### src/rtl/rr_mux_arbiter.sv
// Round-robin front-end for the 2:1 data mux: arbitrates two valid/ready
// sources, captures the winner in a one-entry output register, counts grants.
module rr_mux_arbiter #(
    parameter int WIDTH = 8,
    parameter int CNT_W = 8
) (
    input  logic             clk,
    input  logic             rst,
    input  logic             a_valid,
    input  logic [WIDTH-1:0] a_data,
    output logic             a_ready,
    input  logic             b_valid,
    input  logic [WIDTH-1:0] b_data,
    output logic             b_ready,
    output logic             out_valid,
    output logic [WIDTH-1:0] out_data,
    input  logic             out_ready,
    output logic             sel,
    output logic [CNT_W-1:0] cnt_a,
    output logic [CNT_W-1:0] cnt_b
);

    typedef enum logic {
        EMPTY = 1'b0,
        FULL  = 1'b1
    } state_t;

    state_t           state_q;
    logic [WIDTH-1:0] out_data_q;
    logic             sel_q;
    logic             last_grant_q;
    logic [CNT_W-1:0] cnt_a_q;
    logic [CNT_W-1:0] cnt_a_d;
    logic [CNT_W-1:0] cnt_b_q;
    logic [CNT_W-1:0] cnt_b_d;
    logic             load_en;
    logic             grant_a;
    logic             grant_b;
    logic             grant_any;

    function automatic logic [CNT_W-1:0] sat_inc(input logic [CNT_W-1:0] c);
        return (c == {CNT_W{1'b1}}) ? c : c + CNT_W'(1);
    endfunction

    // On a tie the source that did not win last time gets the grant; reset
    // blocks every handshake so nothing is accepted while rst is high.
    always_comb begin
        load_en   = (state_q == EMPTY) || out_ready;
        grant_a   = !rst && load_en && a_valid && (!b_valid || last_grant_q);
        grant_b   = !rst && load_en && b_valid && (!a_valid || !last_grant_q);
        grant_any = grant_a || grant_b;
        cnt_a_d   = grant_a ? sat_inc(cnt_a_q) : cnt_a_q;
        cnt_b_d   = grant_b ? sat_inc(cnt_b_q) : cnt_b_q;
    end

    always_ff @(posedge clk) begin
        if (rst) begin
            state_q      <= EMPTY;
            out_data_q   <= '0;
            sel_q        <= 1'b0;
            last_grant_q <= 1'b1;
            cnt_a_q      <= '0;
            cnt_b_q      <= '0;
        end else begin
            cnt_a_q <= cnt_a_d;
            cnt_b_q <= cnt_b_d;
            case (state_q)
                EMPTY:   if (grant_any) state_q <= FULL;
                FULL:    if (out_ready && !grant_any) state_q <= EMPTY;
                default: state_q <= EMPTY;
            endcase
            if (grant_any) begin
                out_data_q   <= grant_b ? b_data : a_data;
                sel_q        <= grant_b;
                last_grant_q <= grant_b;
            end
        end
    end

    assign a_ready   = grant_a;
    assign b_ready   = grant_b;
    assign out_valid = (state_q == FULL);
    assign out_data  = out_data_q;
    assign sel       = sel_q;
    assign cnt_a     = cnt_a_q;
    assign cnt_b     = cnt_b_q;

endmodule

### config.mk
export PLATFORM = sky130hd
export DESIGN_NAME = rr_mux_arbiter
export DESIGN_NICKNAME = d
export VERILOG_FILES = /design/src/rtl/rr_mux_arbiter.sv
export SDC_FILE = /design/constraint.sdc
export NUM_CORES = 1
export LEC_CHECK = 0
export ABC_CLOCK_PERIOD_IN_PS = 2200
export CORE_MARGIN = 10
export CORE_UTILIZATION = 43
export DETAILED_ROUTE_END_ITERATION = 10
export PLACE_DENSITY = 0.77
export SLEW_MARGIN = 25
export SYNTH_ARGS = -nofsm -noshare
export SYNTH_HDL_FRONTEND = slang
export SYNTH_SLANG_ARGS = --single-unit
export TNS_END_PERCENT = 1
### constraint.sdc
create_clock -name clk -period 2.2 [get_ports clk]
set_input_delay 0.33 -clock clk [delete_from_list [all_inputs] [get_ports clk]]
set_output_delay 0.33 -clock clk [all_outputs]
set_load 0.01 [all_outputs]
# Yosys cells after proc, flatten, opt, wreduce, memory -nomap -nowiden
# Cells that the tools add are included.
# op_classes
mux,4
n_reduce_logical,17
n_eq_ne,2
addsub,2
bitwise,3
# ops
op,n
$add A8 B1 Y8 const B,2
$eq A8 B8 Y1 const B,2
$mux W8,1
$logic_and A1 B1 Y1,6
$logic_not A1 Y1,5
$logic_or A1 B1 Y1,4
$reduce_and A2 Y1,2
$not A1 Y1,3
$mux W1,2
$pmux W1 S2,1
# word_totals
register_bits,27
wordCells,34
inputBits,21

# Logic depth before layout (Yosys ltp)
# depth
word_depth,10
depth_mapped,7
depth_no_buf,5

# Worst setup path before layout
# No wires, ideal clock.
# synth_timing
path_kind,input to register
from,in rst
to,reg out_data_q[3] (netlist: out_data[3])
t_required_ns,2.109
setup_slack_ns,0.554
setup_ns,0.091
t_arrival_ns,1.555
path_stages,7
n_path_buf,3
path_cell_list,buf_6 or4b_4 buf_6 clkinv_4 buf_8 nand2_1 a311oi_1
# synth_via
elab_chain_len,5
word_cells_on_any_way,8
cone_classes,1 x mux; 7 x reduce/logical
# synth_rtl
item,line,rtl
start: declaration,8,"input logic rst,"
$logic_not A1 Y1,49,grant_a = !rst && load_en && a_valid && (!b_valid || last_grant_q);
$logic_and A1 B1 Y1 (3 in series),49,
via a_ready,11,"output logic a_ready,"
$logic_or A1 B1 Y1,51,grant_any = grant_a || grant_b;
end signal: assignment,73,out_data_q <= grant_b ? b_data : a_data;
end: declaration,29,logic [WIDTH-1:0] out_data_q;
# The timed path passes the listed nets, and every way through them passes these cells.
# A chain may end at the register's enable or synchronous reset.

# Worst setup path in the final report
# layout_timing
from,in out_ready
to,out a_ready
# layout_via
elab_chain_len,4
# layout_rtl
item,line,rtl
start: declaration,17,"input logic out_ready,"
$logic_or A1 B1 Y1,48,load_en = (state_q == EMPTY) || out_ready;
$logic_and A1 B1 Y1 (3 in series),49,
end: declaration,11,
# No other way between the ends.

==> metrics.md <==
| Metric | Value |
|---|---|
| Root Buffer | `clkbuf_4` |
| Post-DR vias/cell | `around 5.7` |
| CP max FO | `2` |
| Max Root-Sink Buffers | `2` |
| CTS tree | `yes` |
| RSZ-0062 raised after global routing | `false` |
| Ant diodes | `0` |
| YS warnings | `0` |
| CP arrival | `roughly 1.8 ns` |
| Final Wtd Congestion | `0.8308` |
| Final Critical Period | `between 2 and 2.5 ns` |
| Synth top area cells | `dfxtp_1 41%, a311oi_1 7.4%, nand2_1 6.0%` |
| Max-slew headroom | `67.47%` |
| Cell variety after synth | `37` |
| DR pass1 iterations | `5` |
| Final ANT Viol Nets | `0` |
| # IOs | `49` |
| Filler instances | `258` |
| Syn-to-layout area delta | `42.62%` |
| Clock Skew | `~0.0061 ns` |
| Syn nets | `approximately 180` |
| Max Freq | `around 480 MHz` |
| Area of the die | `about 5600 sq um` |
| Clk pin slew, worst setup/hold paths | `0.14 ns` |
| Setup bufs post-CTS | `0` |
| Initial antenna violation count | `0` |
| Port buffer count | `48` |
| Sequential-to-total area share from yosys stat | `roughly 41%` |
| CORE AREA | `~2800 sq um` |
| Max stage delay on crit path | `0.54 ns` |
| Lkg Pwr | `roughly 0.00066 uW` |
| DR WL/cell | `15.74 um` |
| Routed wire length | `approximately 3700 um` |
| Number of global-route vias before repair | `1285` |
| Rows | `19` |
| Synthesized cell area | `approximately 1300 sq um` |
| Max_cap viols | `0` |
| Post-Synthesis Cells | `roughly 150` |
| HP Class | `reg2reg` |
| First-pass GRT wire length | `slightly below 6000 um` |
| Ratio of cells with drive above 1 in the final layout | `9.179%` |
| DR iter-0 viols | `61` |
| Crit share post-route | `between 90% and 100%` |
| GR Util All Layers | `between 10% and 20%` |
| Syn avg cell area | `8.482 sq um` |
| WP buf/inv | `3` |
| Initial Util | `a little under half` |
| Gr ovfl total | `0` |
| Crit path max-delay family | `buffers and inverters` |
| P per Cell Area | `between 400 and 500 nW/um^2` |
| Max Transition Viols Final | `0` |
| Die H | `between 70 and 80 um` |
| Vias | `approximately 1400` |
| CP endpoint kind | `output port` |
| VDD IR max | `0.3133 mV` |
| Post-synthesis register bit count | `27` |
| Setup CP Type | `in2out` |
| Die Wd | `75.12 um` |
| Final Hold Viols | `0` |
| Worst Tran Pin Value | `0.4835 ns` |
| Worst endpoint required time | `around 1.9 ns` |
| Hpwl dp | `a little under 3000 um` |
| Status | `completed` |
| H-tree levels | `1` |
| Critical path cell sequence | `clkdlybuf4s50_1, nor2b_4, or4b_4, clkinv_4, dlygate4sd2_1` |
| # setup viols final | `0` |
| Cts bufs inserted | `3` |
| CP Launch Type | `input port` |
| Slowest CP cell | `or4b_4` |
| Core Util, Final | `between 60% and 70%` |
| Largest net degree at the start of global routing | `23` |
| Post-detailed-route DRC marker count | `0` |
| Worst-Skew Late Latency | `between 0.3 and 0.4 ns` |
| Setup TNS | `0 ns` |
| Fin nets | `between 200 and 250` |
| Clock tree sinks | `27` |
| Top cell type by total area after synthesis | `dfxtp_1` |
| Top-area cell type share of the netlist area | `about two fifths` |
routing by layer:
| layer | share of wire, % | global-route usage [%] |
|---|---|---|
| met5 | 0 | 0 |
| met4 | 0.43 | 3.151 |
| met3 | 7.1 | 3.811 |
| met2 | 54 | 24.38 |
| met1 | 38 | 13.84 |
logic make-up after synthesis:
| group | count (synthesis) | share of synthesized area [%] |
|---|---|---|
| simple gates | 72 | 28.54 |
| mux | 2 | 1.533 |
| compound gates | 37 | 20.12 |
| flops | 27 | 41.38 |
| buf+inv | 14 | 6.513 |
| fa+ha+maj | 2 | 1.915 |
placed cells by master (no fill, tap or decap), types with 4 or more instances in the layout:
cell type,synthesis,layout
buf_4,0,10
nor2_1,14,14
nand2_1,21,21
a21oi_1,10,10
nor3_1,7,7
o21ai_0,5,5
clkdlybuf4s50_1,0,46
a311oi_1,11,11
nand3_1,7,7
dfxtp_1,27,27
nand4_1,4,4
synth_stat cells (all sizes together):
cell and number:
nand4 4, clkinv 1, clkbuf 5, nand2 21, and2 1, nand3 7
a41oi 2, and4b 1, a21bo 1, and4 2, or3 3, a21oi 10
dfxtp 27, a311oi 11, a31o 1, buf 4, inv 4, o311a 1
nor3 7, nor2b 3, o211ai 1, nor4 3, and3 2, mux2i 2
a21boi 1, a211oi 3, o21bai 1, ha 2, nor2 14, or4b 1
o21ai 5, nand3b 2, nor3b 1
state kept, by name, indices dropped and copies added, names as in the netlist:
signal and cells:
cnt_a 8, last_grant_q 1, sel 1, out_data 8
cnt_b 8, out_valid 1
worst register-to-register path, stage by stage, from the launching register on:
cell and delay, ns:
dfxtp_1 0.34, nor2b_4 0.12, or4b_4 0.54, buf_4 0.22, or3_1 0.36, a21oi_1 0.14
through the flow:
stage / area, sq um / hold slack (ns) / total power [uW] / cells / worst slack, ns
floorplan: 1306 / 0.4546 / 602.2 / 154 / 0.5541
global placement: 1839 / 0.4633 / 693.1 / 234 / -0.1730
detailed placement: 1839 / 0.4747 / 699.4 / 234 / -0.1827
CTS: 1863 / 0.4935 / 904.1 / 238 / 0.07979
global route: 1863 / 0.5154 / 934.6 / 238 / 0.04421
finish: 1863 / 0.4894 / 892.5 / 238 / 0.09542
where the power goes:
group	leakage [uW]	switching, uW	internal, uW	total [uW]
combinational	0.000429	69.0	94.2	163
sequential	0.000220	13.3	508	522
clock	0.0000150	137	70.7	208
final cells by class:
cell class | instances | area [sq um] | share of cell area, %
clock buffers | 4 | 26.28 | 1.410
well taps | 31 | 38.79 | 2.082
multi-input cells | 113 | 680.7 | 36.53
repair buffers | 58 | 553.0 | 29.68
flip-flops and latches | 27 | 540.5 | 29.01
inverters | 5 | 23.77 | 1.276
final timing paths:
path	from	end	depth (start not counted)	slack (ns)
setup / recovery	out_ready	a_ready	5	0.1
hold / removal	out_data[2]	out_data[2]	2	0.49
setup reg to reg	out_valid	cnt_a[0]	5	0.42
hold reg to reg	out_data[2]	out_data[2]	2	0.49
what timing repair did:
item,4_1_cts,5_1_grt
endpoints found under the setup margin,2,0
resized for setup,2,0
hold buffers,0,0
Power figures use the tool's default switching activity.
